--- src/rtl/jk_bank_driver.sv ---
// Drives J/K excitation so an external JK flip-flop bank walks to a requested value,
// a few bits per cycle, while a shadow model checks the bank's q feedback.
module jk_bank_driver #(
  parameter int WIDTH      = 8,
  parameter int MAX_FLIPS  = 2,
  parameter int USE_TOGGLE = 0,
  parameter int CHECK_EN   = 1
) (
  input  logic             clk,
  input  logic             rst,
  input  logic             tgt_valid,
  output logic             tgt_ready,
  input  logic [WIDTH-1:0] tgt_data,
  input  logic [WIDTH-1:0] q_fb,
  output logic [WIDTH-1:0] j,
  output logic [WIDTH-1:0] k,
  output logic             busy,
  output logic             done,
  output logic             mismatch
);

  // Handshake: a target transfers on any rising edge where tgt_valid && tgt_ready;
  // tgt_ready is high exactly while IDLE and tgt_data is ignored otherwise.
  typedef enum logic {IDLE, APPLY} state_t;

  state_t           state, state_nxt;
  logic [WIDTH-1:0] target, target_nxt;
  logic [WIDTH-1:0] shadow, shadow_nxt, shadow_d;
  logic [WIDTH-1:0] diff, sel;
  logic [WIDTH-1:0] j_nxt, k_nxt;
  logic             done_nxt;
  logic             post_rst;
  int               picked;

  assign diff      = target ^ shadow;
  assign tgt_ready = (state == IDLE);
  assign busy      = (state == APPLY);

  // Lowest-index differing bits first, capped at MAX_FLIPS per cycle.
  always_comb begin
    sel    = '0;
    picked = 0;
    for (int i = 0; i < WIDTH; i++) begin
      if (diff[i] && (picked < MAX_FLIPS)) begin
        sel[i] = 1'b1;
        picked = picked + 1;
      end
    end
  end

  always_comb begin
    state_nxt  = state;
    target_nxt = target;
    shadow_nxt = shadow;
    j_nxt      = '0;
    k_nxt      = '0;
    done_nxt   = 1'b0;
    case (state)
      IDLE: begin
        if (tgt_valid) begin
          target_nxt = tgt_data;
          state_nxt  = APPLY;
        end
      end
      APPLY: begin
        if (diff == '0) begin
          done_nxt  = 1'b1;
          state_nxt = IDLE;
        end else begin
          shadow_nxt = shadow ^ sel;
          if (USE_TOGGLE != 0) begin
            j_nxt = sel;
            k_nxt = sel;
          end else begin
            j_nxt = sel & target;
            k_nxt = sel & ~target;
          end
        end
      end
      default: state_nxt = IDLE;
    endcase
  end

  always_ff @(posedge clk) begin
    if (rst) begin
      state    <= IDLE;
      target   <= '0;
      shadow   <= '0;
      shadow_d <= '0;
      j        <= '0;
      k        <= '0;
      done     <= 1'b0;
      mismatch <= 1'b0;
      post_rst <= 1'b1;
    end else begin
      state    <= state_nxt;
      target   <= target_nxt;
      shadow   <= shadow_nxt;
      shadow_d <= shadow;
      j        <= j_nxt;
      k        <= k_nxt;
      done     <= done_nxt;
      post_rst <= 1'b0;
      // The bank applies j/k one edge after they appear, so shadow_d lines up with q_fb.
      if ((CHECK_EN != 0) && !post_rst && (q_fb != shadow_d))
        mismatch <= 1'b1;
    end
  end

endmodule

--- config.mk ---
export PLATFORM = sky130hd
export DESIGN_NAME = jk_bank_driver
export DESIGN_NICKNAME = d
export VERILOG_FILES = /design/src/rtl/jk_bank_driver.sv
export SDC_FILE = /design/constraint.sdc
export NUM_CORES = 1
export LEC_CHECK = 0
export ABC_AREA = 1
export CORE_ASPECT_RATIO = 1.25
export CORE_MARGIN = 10
export CORE_UTILIZATION = 30
export CTS_BUF_LIST = sky130_fd_sc_hd__clkbuf_16
export CTS_CLUSTER_DIAMETER = 30
export DETAILED_ROUTE_END_ITERATION = 10
export SLEW_MARGIN = 40
export SYNTH_ARGS = -nofsm -noshare
export SYNTH_HDL_FRONTEND = slang
export SYNTH_SLANG_ARGS = --single-unit
--- constraint.sdc ---
create_clock -name clk -period 2.65 [get_ports clk]
set_input_delay 0.53 -clock clk [delete_from_list [all_inputs] [get_ports clk]]
set_output_delay 0.53 -clock clk [all_outputs]
set_load 0.02 [all_outputs]
==> impl_metrics.csv <==
group,metric,value,unit
sta,clock_skew,0.00304,ns
critical_path,worstSetupEndpointType,"register",
clock_tree,clockBufferDepth,2,
sta,rsz0062_at_grt,"no",
die,die_y,108,um
cells_and_area,drive_gt1_share,14.1,%
sta,fin_hold_ws,0.437,ns
sta,slew_viol_final,0,
sta,hold_viol,0,
drt,wl_met1,1.79,mm
clock_tree,root_buffer,"clkbuf_16",
drt,ant_nets,0,
drt,viasPerCell,4.21,
sta,min_period,2.34,ns
cells_and_area,ff_latch_area,881,sq um
sta,worst_slack,0.308,ns
cells_and_area,multi_input_comb_area,828,sq um
placed_design,dp_slack,0.121,ns
sta,post-route-period-util,88.4,%
cells_and_area,final.fill_count,630,
clock_tree,cts_tree,"built",
placed_design,dpl_cell_area,0.00232,sq mm
clock_tree,clock-sinks,44,
critical_path,critPathRequiredTime,2.87,ns
critical_path,worstPathArrival,2.56,ns
drt,routed-wl-met3,224,um
cells_and_area,final_area,0.00248,sq mm
worst_hold_path,hold_path.class,"register to register",
critical_path,worstRegToRegCells,16,
yosys,synth_nets,249,
die,core,0.00590,sq mm
power_and_ir_drop,vdd_drop_max,0.334,mV
critical_path,worstPathMaxFanout,5,
cells_and_area,diodes,0,
die,die_w,90.2,um
clock_tree,htreeDepth,2,
clock_tree,clk_pin_slew_worst_paths,0.06,ns
die,pin_count,39,
drt,dr.pass1.iters,4,
drt,num_vias,1481,
grt,grt_pass1_wl,6.81,mm
critical_path,critPathLaunchType,"register",
die,initial_core_util,31.3,%
sta,slew_headroom,63.8,%
yosys,syn_area,0.00185,sq mm
placed_design,gp_congestion,0.844,
drt,wirelength,3.97,mm
clock_tree,insertion_delay,0.28,ns
grt,grt_use_total,8.71,%
critical_path,path_class,"register to register",
grt,antenna_found_initial,0,
yosys,syn_inst,225,
sta,setup_violations,0,
drt,maxUsedRoutingLayer,"met4",
grt,grt_start_max_net_pins,18,
yosys,ys_seq_area_share,47.7,%
yosys,synth_cell_types,27,
grt,overflow,0,
die,die-area,0.00972,sq mm
grt,grt_pass1_vias,1496,
yosys,ys_warn_count,0,
yosys,synth_top_area_cell,"dfxtp_1",
sta,clock.fmax,0.427,GHz
worst_hold_path,min_path_cells,1,
clock_tree,cts-buffers-inserted,5,
placed_design,hpwl,3.01,mm
power_and_ir_drop,power.density,754,mW/mm^2
drt,dr_wl_met2,1.84,mm
drt,wl_per_cell,11.3,um
yosys,ys_ff_latch,44,
drt,drtIter0Drc,77,
job,drv_cap,0,
yosys,yosysTopAreaCellShare,47.7,%
cells_and_area,syn_to_final_growth,34.3,%
yosys,syn_avg_cell_area,8.21,sq um
sta,tns,0,ns
placed_design,io_buffers,38,
cells_and_area,nets,293,
drt,drc_errors,0,
die,rows,31,
yosys,synthTopCellsByArea,"dfxtp_1 48%, nand2_1 8.1%, inv_1 5.7%",
power_and_ir_drop,power_leakage,1.02,nW
outcome,status,"completed",
sta,tightest_slew,0.542,ns
[stage by stage]
| step | instances | util [%] | total power [mW] |
|---|---|---|---|
| after detailed placement | 343 | 39.4 | 1.29 |
| after global placement | 343 | 39.4 | 1.28 |
| after global routing | 352 | 42.1 | 2.00 |
| after CTS | 351 | 41.8 | 1.87 |
| after floorplan | 225 | - | 1.15 |
| final | 352 | 42.1 | 1.87 |
[critical path, cell delays in order (launching register included)]
cell,delay [ns]
dfxtp_1,0.34
inv_1,0.06
ha_1,0.31
nand2_2,0.09
inv_2,0.09
nand3_2,0.08
a21oi_4,0.16
nand2_4,0.11
nor2_8,0.12
inv_2,0.06
a21oi_1,0.11
ha_1,0.25
o21ai_2,0.16
nand3_1,0.09
nor2_1,0.11
nor2_1,0.05
nor2_1,0.09
[cell families after synthesis]
group	share of synthesized area (%)
compound gates	10.6
xor+xnor	3.32
fa+ha+maj	3.39
buf+inv	8.12
flops	47.7
simple gates	26.9
[layer usage]
metal | global-route usage (%) | vias to the layer above
li1 | - | 795
met1 | 9.09 | 642
met2 | 14.7 | 35
met3 | 3.14 | 9
met4 | 5.47 | 0
met5 | 0 | -
[cell usage after synthesis (all sizes together)]
cell and instances:
nand4 3, nor3 11, clkbuf 2, nor4 1, nor2 28, buf 2, xnor2 3, ha 5
a21oi 18, xor2 4, inv 34, dfxtp 44, o21ai 19, nand2 45, nand3 6
[placed cells by master, fill, tap and decap left out]
cell | netlist | layout
nand2_1 | 40 | 38
xor2_1 | 4 | 4
o21ai_2 | 0 | 1
nand3_2 | 1 | 1
a21oi_1 | 17 | 17
nor3_1 | 5 | 5
nand2_2 | 3 | 5
clkinv_2 | 0 | 2
nand4_1 | 3 | 3
nor3_2 | 6 | 6
nor2_2 | 1 | 2
xnor2_1 | 3 | 3
clkbuf_16 | 0 | 5
o21ai_1 | 1 | 1
dfxtp_1 | 44 | 44
clkinv_1 | 0 | 1
a21oi_4 | 1 | 1
o21ai_0 | 18 | 17
nand3_4 | 1 | 1
clkdlybuf4s50_1 | 0 | 38
buf_4 | 0 | 3
nand3_1 | 4 | 4
nor2_1 | 24 | 23
nor2_4 | 1 | 1
nor4_1 | 1 | 1
ha_1 | 5 | 5
inv_2 | 6 | 6
nand2_4 | 2 | 2
inv_1 | 28 | 28
nor2_8 | 2 | 2
[final timing paths]
| path | slack, ns | to | start |
|---|---|---|---|
| setup / recovery | 0.31 | register | target[0] |
| hold / removal | 0.44 | k[7] | target[7] |
| setup reg to reg | 0.31 | register | target[0] |
| hold reg to reg | 0.44 | k[7] | target[7] |
[power by group]
part | internal (mW) | total, mW | leakage (nW) | switching [mW]
clock network | 0.342 | 0.575 | 0.0710 | 0.233
registers | 0.716 | 0.746 | 0.359 | 0.0301
logic | 0.204 | 0.550 | 0.593 | 0.346
total | 1.26 | 1.87 | 1.02 | 0.609
[timing repair]
item	in CTS	in global routing
hold buffers	0	0
endpoints found under the setup margin	0	3
resized for setup	0	5
buffers inserted	0	1
[final cells by class]
| type | instances | share of cell area [%] |
|---|---|---|
| inverter | 34 | 5.14 |
| timing repair buffer | 41 | 16.2 |
| clock buffer | 5 | 5.04 |
| multi-input combinational | 143 | 33.4 |
| clock inverter | 3 | 0.555 |
| tap | 82 | 4.14 |
| sequential | 44 | 35.5 |
(Power assumes the default switching activity.)
